==> src/rtl/rggen_register_select_unit.sv <==
// Multi-window register select unit: decodes one host access into a one-hot
// register select, waits for the lane ack or a timeout, then returns a response.
module rggen_register_select_unit #(
   parameter int unsigned                                  ADDRESS_WIDTH       = 16,
   parameter int unsigned                                  REGISTERS           = 4,
   parameter logic [REGISTERS*ADDRESS_WIDTH-1:0]           START_ADDRESSES     = '0,
   parameter logic [REGISTERS*ADDRESS_WIDTH-1:0]           END_ADDRESSES       = '0,
   parameter logic [REGISTERS-1:0]                         USE_SHADOW_INDEX    = '0,
   parameter int unsigned                                  SHADOW_INDEX_WIDTH  = 1,
   parameter logic [REGISTERS*SHADOW_INDEX_WIDTH-1:0]      SHADOW_INDEX_VALUES = '0,
   parameter int unsigned                                  TIMEOUT_CYCLES      = 16
) (
   input  logic                          clk,
   input  logic                          rst_n,
   input  logic                          i_request_valid,
   output logic                          o_request_ready,
   input  logic [ADDRESS_WIDTH-1:0]      i_address,
   input  logic                          i_write,
   input  logic [SHADOW_INDEX_WIDTH-1:0] i_shadow_index,
   output logic [REGISTERS-1:0]          o_select,
   output logic                          o_write,
   input  logic [REGISTERS-1:0]          i_register_ack,
   output logic                          o_response_valid,
   input  logic                          i_response_ready,
   output logic                          o_response_error
);

   localparam int unsigned COUNT_WIDTH  = (TIMEOUT_CYCLES < 1) ? 1 : $clog2(TIMEOUT_CYCLES + 1);
   localparam int unsigned TIMEOUT_LAST = (TIMEOUT_CYCLES == 0) ? 0 : TIMEOUT_CYCLES - 1;
   localparam logic [COUNT_WIDTH-1:0] COUNT_LAST = COUNT_WIDTH'(TIMEOUT_LAST);
   localparam logic [COUNT_WIDTH-1:0] COUNT_MAX  = '1;
   localparam bit TIMEOUT_ENABLE = (TIMEOUT_CYCLES != 0);

   typedef enum logic [1:0] {
      IDLE    = 2'd0,
      ACCESS  = 2'd1,
      RESPOND = 2'd2
   } state_e;

   state_e                   r_state, w_state;
   logic                     r_request_ready, w_request_ready;
   logic [REGISTERS-1:0]     r_select, w_select;
   logic                     r_write, w_write;
   logic                     r_response_valid, w_response_valid;
   logic                     r_response_error, w_response_error;
   logic [COUNT_WIDTH-1:0]   r_count, w_count;
   logic [REGISTERS-1:0]     w_match;
   logic [REGISTERS-1:0]     w_decode;

   // Window/shadow match per lane; the inclusive range also covers START==END,
   // and START>END can never satisfy both bounds. Lowest matching lane wins.
   always_comb begin
      w_match = '0;
      for (int i = 0; i < REGISTERS; i++) begin
         w_match[i] = (i_address >= START_ADDRESSES[i*ADDRESS_WIDTH +: ADDRESS_WIDTH]) &&
                      (i_address <= END_ADDRESSES[i*ADDRESS_WIDTH +: ADDRESS_WIDTH]) &&
                      (!USE_SHADOW_INDEX[i] ||
                       (i_shadow_index == SHADOW_INDEX_VALUES[i*SHADOW_INDEX_WIDTH +: SHADOW_INDEX_WIDTH]));
      end
      w_decode = w_match & (~w_match + REGISTERS'(1));
   end

   // Next-state and next-output logic
   always_comb begin
      w_state          = r_state;
      w_request_ready  = r_request_ready;
      w_select         = r_select;
      w_write          = r_write;
      w_response_valid = r_response_valid;
      w_response_error = r_response_error;
      w_count          = r_count;
      case (r_state)
         IDLE: begin
            w_request_ready = 1'b1;
            if (i_request_valid && r_request_ready) begin
               w_request_ready = 1'b0;
               w_write         = i_write;
               w_count         = '0;
               if (w_match != '0) begin
                  w_select = w_decode;
                  w_state  = ACCESS;
               end else begin
                  w_select         = '0;
                  w_response_valid = 1'b1;
                  w_response_error = 1'b1;
                  w_state          = RESPOND;
               end
            end
         end
         ACCESS: begin
            if ((i_register_ack & r_select) != '0) begin
               w_select         = '0;
               w_count          = '0;
               w_response_valid = 1'b1;
               w_response_error = 1'b0;
               w_state          = RESPOND;
            end else if (TIMEOUT_ENABLE && (r_count == COUNT_LAST)) begin
               w_select         = '0;
               w_count          = '0;
               w_response_valid = 1'b1;
               w_response_error = 1'b1;
               w_state          = RESPOND;
            end else if (r_count != COUNT_MAX) begin
               // saturate so a disabled timeout can never wrap the counter
               w_count = r_count + COUNT_WIDTH'(1);
            end
         end
         RESPOND: begin
            if (i_response_ready) begin
               w_response_valid = 1'b0;
               w_response_error = 1'b0;
               w_request_ready  = 1'b1;
               w_state          = IDLE;
            end
         end
         default: begin
            w_state = IDLE;
         end
      endcase
   end

   // State and output registers
   always_ff @(posedge clk or negedge rst_n) begin
      if (!rst_n) begin
         r_state          <= IDLE;
         r_request_ready  <= 1'b0;
         r_select         <= '0;
         r_write          <= 1'b0;
         r_response_valid <= 1'b0;
         r_response_error <= 1'b0;
         r_count          <= '0;
      end else begin
         r_state          <= w_state;
         r_request_ready  <= w_request_ready;
         r_select         <= w_select;
         r_write          <= w_write;
         r_response_valid <= w_response_valid;
         r_response_error <= w_response_error;
         r_count          <= w_count;
      end
   end

   assign o_request_ready  = r_request_ready;
   assign o_select         = r_select;
   assign o_write          = r_write;
   assign o_response_valid = r_response_valid;
   assign o_response_error = r_response_error;

endmodule

==> config.mk <==
export PLATFORM = sky130hd
export DESIGN_NAME = rggen_register_select_unit
export DESIGN_NICKNAME = d
export VERILOG_FILES = /design/src/rtl/rggen_register_select_unit.sv
export SDC_FILE = /design/constraint.sdc
export NUM_CORES = 1
export LEC_CHECK = 0
export BUFFER_PORTS_ARGS = -buffer_cell sky130_fd_sc_hd__buf_2
export CAP_MARGIN = 20
export CELL_PAD_IN_SITES_DETAIL_PLACEMENT = 1
export CELL_PAD_IN_SITES_GLOBAL_PLACEMENT = 2
export CORE_MARGIN = 5
export CORE_UTILIZATION = 26
export DETAILED_ROUTE_END_ITERATION = 8
export GPL_ROUTABILITY_DRIVEN = 0
export PLACE_DENSITY = 0.82
export SLEW_MARGIN = 20
export SYNTH_ARGS = -nofsm -noshare
export SYNTH_HDL_FRONTEND = slang
export SYNTH_SLANG_ARGS = --single-unit
==> constraint.sdc <==
create_clock -name clk -period 2.8 [get_ports clk]
set_clock_uncertainty 0.05 [all_clocks]
set_input_delay 0.28 -clock clk [delete_from_list [all_inputs] [get_ports clk]]
set_output_delay 0.28 -clock clk [all_outputs]
set_load 0.02 [all_outputs]
; ---- Word-level counts from Yosys, hierarchy flattened
; Index checks and enable logic that the tools add are counted.
[op_classes]
n_mux = 27
reduce_logical = 13
n_bitwise = 3
add_sub_neg = 2
order_cmp = 2
n_eq_ne = 9
[op_table]
columns = cell, count
row1 = 5-bit two-way mux, 4
row2 = "16-bit by 1-bit greater-or-equal comparator with 1-bit output, second input constant", 1
row3 = "16-bit by 1-bit less-or-equal comparator with 1-bit output, second input constant", 1
row4 = 4-bit two-way mux, 4
row5 = 2-bit two-way mux, 5
row6 = 5-bit one-hot mux with 2 select lines, 1
row7 = 3-bit AND reduction, 3
row8 = 4-bit bitwise AND, 2
row9 = 1-bit two-way mux, 8
row10 = 4-bit one-hot mux with 2 select lines, 1
row11 = "2-bit != test, second input constant", 3
row12 = 1-bit one-hot mux with 3 select lines, 2
row13 = 2-bit one-hot mux with 3 select lines, 1
row14 = "5-bit by 1-bit adder with 5-bit output, second input constant", 1
row15 = "5-bit by 4-bit equality test with 1-bit output, second input constant", 1
row16 = "5-bit != test, second input constant", 1
row17 = 5-bit AND reduction, 1
row18 = "4-bit by 1-bit adder with 4-bit output, second input constant", 1
row19 = "4-bit != test, second input constant", 1
row20 = 4-bit inverter, 1
row21 = 2-bit AND reduction, 2
row22 = 2-bit nonzero test, 2
row23 = 4-bit nonzero test, 1
row24 = "3-bit != test, second input constant", 1
row25 = other kinds (6), 7
[totals]
output_inout_bits = 8
register_bits = 15

; ---- Longest topological paths before layout
; Gate-level depths: netlist of run 1.
[logic_depth]
word_depth = 8
mapped_depth = 5
depth_no_buf = 5

; ---- Least setup slack after synthesis of run 1
; No wires, ideal clock.
[synth_timing]
path_type = register to register
startpoint = reg r_count[0]
endpoint = reg r_response_error (netlist: o_response_error)
setup_ns = 0.126
path_stages_with_launch = 6
required_time_ns = 2.624
arrival_time_ns = 1.342
path_slack_ns = 1.282
path_buffers = 0
synth_period_minus_slack_ns = 1.518
cell_sequence = dfrtp_1 -> ha_1 -> nand4b_2 -> a311oi_2 -> a21boi_2 -> a221o_1
[synth_via]
elab_chain_cells = 3
[synth_rtl]
columns = item, line_no
row1 = "start, declared", 46  ; logic [COUNT_WIDTH-1:0] r_count, w_count;
row2 = "start signal, assigned", 139  ; r_count <= w_count;
row3 = 5-bit by 4-bit equality test with 1-bit output, 97  ; end else if (TIMEOUT_ENABLE && (r_count == COUNT_LAST)) begin
row4 = 3-bit != test (no line), n/a
row5 = 5-bit AND reduction (no line), n/a
row6 = "end signal, assigned", 138  ; r_response_error <= w_response_error;
row7 = "end, declared", 45  ; logic r_response_error, w_response_error;
; No other way between the ends.
; A chain may end at the register's enable or synchronous reset.

; ---- Final worst setup path of run 1
; Same ends and word-level chain as after synthesis.

==> results.md, run 1 <==
- Outcome: completed
- Clock Latency Late Sink: 270 ps
- Mapped cell area: 671 µm²
- HP Class: input port to register
- Initial antenna violation count: 0
- Maxcap violations: 0
- CP max stage cell: dfrtp_1
- Worst path max stage delay: 430 ps
- Die Footprint: approximately 0.0037 mm²
- Post-route ant nets: 0
- Share of the synthesized area in the top cell type: 0.448
- Setup TNS: 0 ps
- Vias per cell: 5.13
- CP Cell Sequence: ha_1 > nand4b_2 > a311oi_2 > a21boi_2 > a221o_1
- Main combinational cell family by area after synthesis: simple AND/OR/NAND/NOR gates
- Post-route DRC: 0
- Clk buf depth: 2
- Req. time, crit path: 2960 ps
- Vias in the first global route: 715
- Final Cell Area: 851 µm²
- Num ports: 34
- Worst Path Arrival: 1940 ps
- Post-CTS Setup Bufs: 0
- F_max: 0.564 GHz
- P&R area growth vs syn: 26.9%
- RSZ-0062 raised after global routing: no
- Final HPWL DP: roughly 1.5 mm
- Reg2Reg Depth: 5
- Primary FF master, synth: dfrtp_1
- Min Tclk post-route: 1770 ps
- Critical path peak fanout: 5
- Fin crit share: 0.633
- Synth cell types: 33
- Top cells by area, synth: dfrtp_1 (45%), nand2_1 (5.0%), nor4_1 (3.7%)
- Synth Instances: 69
- Startpoint of the worst hold path: i_write
- Startpoint types: register
- Multi-input logic area: 343 µm²
- Pre-CTS setup slack: roughly 1100 ps
- FF-to-FF setup slack: 1030 ps
- Die width: 60.8 µm
- Drt first-iter violations: 19
- Initial Utilization: 0.271
- Seq cells post-synth: 12
- Worst reg2reg path endpoint: o_response_error$_DFFE_PN0P_
- Compound-gate portion of the synthesized area: 0.188
- Synth Warn #: 0
- CTS Buf Count: 3
- Post-synthesis sequential area ratio: 0.448
- First-pass GRT wire length: 3.01 mm
- Nets: ~130
- H-tree levels: 1
- Final setup margin: 1030 ps
- Total clock sinks: 12
- Synth Area in XOR/XNOR: 0
- Final setup fails: 0
- Clock-pin slew on the worst setup and hold paths: 80 ps
- Root buf cell: clkbuf_4
- Port bufs: 26
- Largest net degree at the start of global routing: 13
- Worst hold path depth: 2
- Layout cells sized above 1: 0.371
- Mean post-synth cell area: 9.72 µm²
- Global Route Usage Sum: 0.110
- Post-place instance area: 818 µm²
- DR pass1 iterations: 4
- EDFF count, synth: 0
- Post-synth ARST share: 1.00
- TritonCTS clock tree: done
- Worst Hold Slack: 197 ps
- Synth area leader: dfrtp_1
- WL final: 1.80 mm
- Congestion Overflow GR: 0
- Mux cell area share after synthesis: 0.0168
- Endpoint class of the critical path: register
- Seq. cell area: 300 µm²
- CP Class: register to register
- Fraction of the mapped netlist area in simple logic gates: 0.271
- PD cells: 591 mW/mm²
- Die height: 60.8 µm
- Final Hold Viols: 0
- Worst vdd rail ir drop: 0.292 mV
- WHS Endpoint: o_write$_DFFE_PN0P_
- Static Leak: 0.433 nW
- # fillers: around 310
- Core area: 0.00248 mm²
- Origin of the critical flop-to-flop path: r_count[0]$_DFFE_PN0P_
- Adder-Cell Fraction of Synth Area: 0.0187
- Row count: 18
- WL/cell: 14.2 µm
- # diodes: 0
- Vias: 652
- Final max-slew violation count: 0
## cell type report
cell class,count,share of cell area
Multi-Input combinational cell,53,0.403
Sequential cell,12,0.353
Timing Repair Buffer,27,0.165
Tap cell,30,0.0441
Clock buffer,3,0.0265
Inverter,2,0.00882
## worst max-delay path by stage
stage	slack, ps	start	cells after the start	to
after global placement	1090	r_count[0]$_DFFE_PN0P_	5	o_response_error$_DFFE_PN0P_
final	1030	r_count[0]$_DFFE_PN0P_	5	o_response_error$_DFFE_PN0P_
after CTS	1030	r_count[0]$_DFFE_PN0P_	5	o_response_error$_DFFE_PN0P_
after detailed placement	1080	r_count[0]$_DFFE_PN0P_	5	o_response_error$_DFFE_PN0P_
after floorplan	1280	r_count[0]$_DFFE_PN0P_	5	o_response_error$_DFFE_PN0P_
after global routing	930	r_count[0]$_DFFE_PN0P_	5	o_response_error$_DFFE_PN0P_
## synthesized netlist by cell type, drive strengths merged, types with 2 or more instances
cell type,count
nor2,3
dfrtp,12
buf,3
o21ai,2
and3,2
nor4,4
nand4,2
nand3,4
nand2,9
a21oi,4
inv,2
## placed cells by master, fill, tap and decap left out, types with 2 or more instances in the layout
master and count:
conb_1 3, buf_2 26, nor4_1 4, a21oi_1 4
nand4_1 2, dfrtp_1 12, o21ai_0 2, and3_1 2
clkbuf_4 3, nand2_1 9, nor2_1 3, nand3_1 4
inv_1 2
## worst max-delay path, delay by kind of cell, from the launching register on
| family | cells | cell delay [ps] |
|---|---|---|
| AO/OA/AOI/OAI | 3 | 810 |
| adder cells (fa/ha/maj) | 1 | 280 |
| flip-flops | 1 | 430 |
| AND/OR/NAND/NOR | 1 | 150 |
## cells by family after synthesis
| logic type | count (synthesis) |
|---|---|
| AOI/OAI and AO/OA | 16 |
| adders and majority gates | 1 |
| buffers and inverters | 6 |
| DFF | 12 |
| muxes | 1 |
| other | 1 |
| and+or+nand+nor | 32 |
## state kept, by name, summed over array words and instances (netlist names)
register	flops
o_response_error	1
r_count	5
r_state	2
o_response_valid	1
o_request_ready	1
o_write	1
o_select	1
## where the power goes
part	switching [W]	internal (W)
combinational	0.0000938	0.0000677
sequential	0.0000302	0.000205
clock	0.0000570	0.0000497
total	0.000181	0.000322
## metrics by stage
| stage | power (W) | instances | utilization |
|---|---|---|---|
| 2_1_floorplan | 0.000337 | 71 | - |
| 3_3_place_gp | 0.000395 | 123 | 0.330 |
| 3_5_place_dp | 0.000400 | 123 | 0.330 |
| 4_1_cts | 0.000513 | 127 | 0.343 |
| 5_1_grt | 0.000541 | 127 | 0.343 |
| 6_report | 0.000503 | 127 | 0.343 |
## metal layers
layer,wire length [µm],GRT usage
met1,678,0.109
met2,979,0.206
met3,146,0.0511
met4,0,0.0279
met5,0,0
## what timing repair did
item	in CTS	in global routing
hold buffers	1	0
gates resized for setup	0	0
hold endpoints to repair	12	0
(Power assumes the default switching activity.)
==> run 2, diff against run 1 <==
CORE_UTILIZATION = 22   (was 26)
PLACE_DENSITY = 0.74   (was 0.82)
clock period = 1.6 ns   (was 2.8 ns; I/O delays follow)
==> results.md, run 2 (synthesis gave the netlist of run 1 again) <==
- FF-to-FF setup slack: 70 ps
- Largest register by flop count: r_count
- HP Class: input port to register
- Final setup fails: 0
- Vias: 699
- Initial antenna violation count: 0
- Startpoint types: register
- Critical path peak fanout: 3
- Largest net degree at the start of global routing: 13
- CP Cell Sequence: ha_1 > nand4b_2 > a311oi_2 > a21boi_4 > a221o_1
- Clock Latency Late Sink: between 200 and 300 ps
- P&R area growth vs syn: 42.0%
- Vias per cell: 4.92
- Commonest non-fill, non-tap cell in the layout: buf_2
- PD cells: 956 mW/mm²
- Worst vdd rail ir drop: approximately 0.48 mV
- Switching portion of total power: 0.358
- Die Footprint: 0.00425 mm²
- F_max: 0.652 GHz
- Num ports: 34
- Final HPWL DP: 1.66 mm
- Nets: 138
- Clk pwr share: 0.209
- DR pass1 iterations: 2
- Die width: roughly 65 µm
- Psw: 0.000325 W
- Final max-slew violation count: 0
- Port bufs: 26
- Outcome: completed
- Post-route ant nets: 0
- Util after Layout: 0.320
- Total clock sinks: 12
- Combinational power share: 0.342
- Min Tclk post-route: 1530 ps
- Row count: 20
- Worst path max stage delay: 390 ps
- TritonCTS clock tree: done
- Req. time, crit path: 1710 ps
- H-tree levels: 1
- Maxcap violations: 0
- Static Leak: 0.499 nW
- Drt first-iter violations: 6
- Clk buf depth: 2
- Root buf cell: clkbuf_4
- Fin crit share: 0.958
- Clock-pin slew on the worst setup and hold paths: 70 ps
- Global Route Usage Sum: 0.104
- Vias in the first global route: approximately 800
- Worst Path Arrival: 1650 ps
- CTS Buf Count: 3
- Pint: 0.000585 W
- First-pass GRT wire length: 3.41 mm
- Final Hold Viols: 0
- WL final: between 1.5 and 2 mm
- Initial Utilization: 0.225
- Highest-count cells in the layout ignoring fill and taps: buf_2 (26), dfrtp_1 (12), buf_4 (12)
- Biggest regs: r_count x5, r_state x2
- Layout cells sized above 1: 0.440
- Sequential power share: 0.449
- CP Class: register to register
- WL/cell: between 10 and 15 µm
- # diodes: 0
- Post-route DRC: 0
- Congestion Overflow GR: 0
- Die height: 65.2 µm
- CP max stage cell: dfrtp_1
- Core area: 0.00298 mm²
- Max FFs per register: 5
- Final Power: 0.000910 W
- Endpoint class of the critical path: register
## run 2: cell count changes in the layout (fill, tap and decap cells not counted), sizes merged
cell | previous run | this run
buf | 26 | 38
## run 2: area by class of cell
type / instances / area [µm²]
clock buffer: 3 / 22.5
fill: 362 / 2030
inverter: 2 / 7.51
multi-input combinational: 53 / 350
sequential: 12 / 300
tap: 33 / 41.3
timing repair buffer: 39 / 230
## run 2: path summary, 6_finish.rpt
path | startpoint | end | cells past startpoint
setup / recovery | r_count[0]$_DFFE_PN0P_ | o_response_error$_DFFE_PN0P_ | 5
hold / removal | i_write | o_write$_DFFE_PN0P_ | 2
setup reg to reg | r_count[0]$_DFFE_PN0P_ | o_response_error$_DFFE_PN0P_ | 5
hold reg to reg | o_response_valid$_DFFE_PN0P_ | o_response_valid$_DFFE_PN0P_ | 1
max in group asynchronous | rst_n | o_write$_DFFE_PN0P_ | 2
min in group asynchronous | rst_n | r_count[3]$_DFFE_PN0P_ | 2
## run 2: worst max-delay path, delay by kind of cell (launching register included)
kind,cells,cell delay (ps)
and+or+nand+nor,1,120
adders and majority gates,1,230
AOI/OAI and AO/OA,3,620
DFF,1,390
## run 2: stage by stage
step           hold slack (ps)  cells  cell area [µm²]  setup TNS [ps]  setup slack [ps]
3_3_place_gp              9.50    138              912               0              54.2
6_report                  64.1    142              952               0              66.6
5_1_grt                   52.2    142              952           -26.8             -17.8
2_1_floorplan             -186     71              678               0              82.4
4_1_cts                   55.5    142              945               0              16.8
3_5_place_dp              13.8    138              912               0              63.4
## run 2: repair_timing
action                                  CTS  global route
endpoints found under the hold margin    12             0
endpoints found under the setup margin    0             4
setup buffers                             0             0
gates resized for setup                   0             1
hold buffers                              1             0
## run 2: routing by layer
metal,global-route usage,up-vias,routed length [µm]
met2,0.171,30,912
li1,-,336,-
met5,0,-,0
met3,0.0496,6,200
met4,0.0311,0,21
met1,0.118,327,831
## run 2: power by group through the flow
stage | sequential (W) | clock, W | combinational (W)
floorplan | 0.000466 | 0 | 0.000123
global placement | 0.000413 | 0 | 0.000302
detailed placement | 0.000415 | 0 | 0.000305
CTS | 0.000411 | 0.000203 | 0.000309
global route | 0.000418 | 0.000215 | 0.000342
finish | 0.000409 | 0.000190 | 0.000311
==> run 3, diff against run 2 <==
CORE_ASPECT_RATIO = 2   (was not set)
==> results.md, run 3 (synthesis gave the netlist of run 1 again) <==
- Worst vdd rail ir drop: 0.568 mV
- Final HPWL DP: 1.78 mm
- Num ports: 34
- Die Footprint: about 0.0043 mm²
- WL/cell: about 15 µm
- Root buf cell: clkbuf_8
- HP Class: input port to register
- Initial Utilization: 0.228
- F_max: 0.647 GHz
- Worst Path Arrival: 1620 ps
- DR pass1 iterations: 2
- Maxcap violations: 0
- Static Leak: 0.489 nW
- # fillers: 366
- Vias per cell: 4.95
- RSZ-0062 raised after global routing: no
- Port bufs: 26
- Endpoint class of the critical path: register
- Highest-count cells in the layout ignoring fill and taps: buf_2 (26), dfrtp_1 (12), nand2_1 (9), buf_4 (9)
- Die width: 49.0 µm
- Final max-slew violation count: 0
- Commonest non-fill, non-tap cell in the layout: buf_2
- Drt first-iter violations: 12
- CP Class: register to register
- WL final: 2.10 mm
- WP buf/inv: 0
- Largest net degree at the start of global routing: 13
- CP startpoint: r_count[0]$_DFFE_PN0P_
- Worst path max stage delay: 380 ps
- Min Tclk post-route: 1550 ps
- PD cells: between 1000 and 1500 mW/mm²
- CTS Buf Count: 3
- Req. time, crit path: 1680 ps
- First-pass GRT wire length: 3.62 mm
- Clock-pin slew on the worst setup and hold paths: 50 ps
- Startpoint of the worst hold path: i_write
- Fin crit share: 0.966
- Post-route ant nets: 0
- Startpoint types: register
- Setup TNS: 0 ps
- H-tree levels: 1
- Post-route DRC: 0
- CP max stage cell: dfrtp_1
- Final setup fails: 0
- TritonCTS clock tree: done
- Row count: 28
- Initial antenna violation count: 0
- CP delay by family, top: compound AO/OA/AOI/OAI gates
- P&R area growth vs syn: 40.5%
- Vias in the first global route: 826
- Core area: 0.00294 mm²
- Post-CTS Setup Bufs: 0
- Max FFs per register: 5
- Die height: 88.1 µm
- Largest register by flop count: r_count
- Worst Hold Slack: 98.1 ps
- Critical path peak fanout: 3
- Final Hold Viols: 0
- Total clock sinks: 12
- Layout cells sized above 1: 0.434
- Outcome: completed
- Nets: 135
- CP Cell Sequence: ha_1 > nand4b_2 > a311oi_2 > a21boi_2 > a221o_1
- Origin of the critical flop-to-flop path: r_count[0]$_DFFE_PN0P_
- # diodes: 0
- Final Power: slightly above 0.001 W
- Global Route Usage Sum: 0.107
- Congestion Overflow GR: 0
- Clk buf depth: 2
- Vias: 673
- Clock Latency Late Sink: 250 ps
- Biggest regs: r_count x5, r_state x2
[run 3: final cells by class]
type / instances / area [µm²] / share of cell area
Inverter: 2 / 7.51 / 0.00797
Multi-Input combinational cell: 53 / 348 / 0.369
Timing Repair Buffer: 36 / 208 / 0.220
Clock buffer: 3 / 41.3 / 0.0438
Sequential cell: 12 / 300 / 0.319
Tap cell: 30 / 37.5 / 0.0398
[run 3: path summary, 6_finish.rpt]
check                                                to  slack [ps]  depth (start not counted)
max                        o_response_error$_DFFE_PN0P_          50                          5
min                                 o_write$_DFFE_PN0P_         100                          2
max reg2reg                o_response_error$_DFFE_PN0P_          50                          5
min reg2reg                         o_write$_DFFE_PN0P_         460                          1
max in group asynchronous        r_state[0]$_DFFE_PN0P_        1000                          2
min in group asynchronous        r_count[4]$_DFFE_PN0P_         280                          2
[run 3: power by group]
part           internal (W)  switching [W]  total (W)
clock              0.000167       0.000121   0.000288
combinational      0.000134       0.000175   0.000308
sequential         0.000359      0.0000530   0.000412
total              0.000659       0.000349    0.00101
[run 3: repair_timing]
item                                    CTS  global route
endpoints found under the setup margin    0             3
hold buffers                              1             0
hold endpoints to repair                 12             0
gates resized for setup                   0             1
[run 3: routing by layer]
layer,GRT usage,vias to the layer above,part of all wire
li1,-,327,-
met1,0.0907,317,0.35
met2,0.224,27,0.58
met3,0.0256,2,0.062
met4,0.0441,0,0.015
met5,0,-,0
[run 3: through the flow]
step	setup WS [ps]	area [µm²]	cells	util
6_report	53.9	942	136	0.320
5_1_grt	2.13	942	136	0.320
3_3_place_gp	72.9	886	132	0.301
2_1_floorplan	82.4	678	71	-
4_1_cts	19.4	937	136	0.318
3_5_place_dp	29.7	886	132	0.301
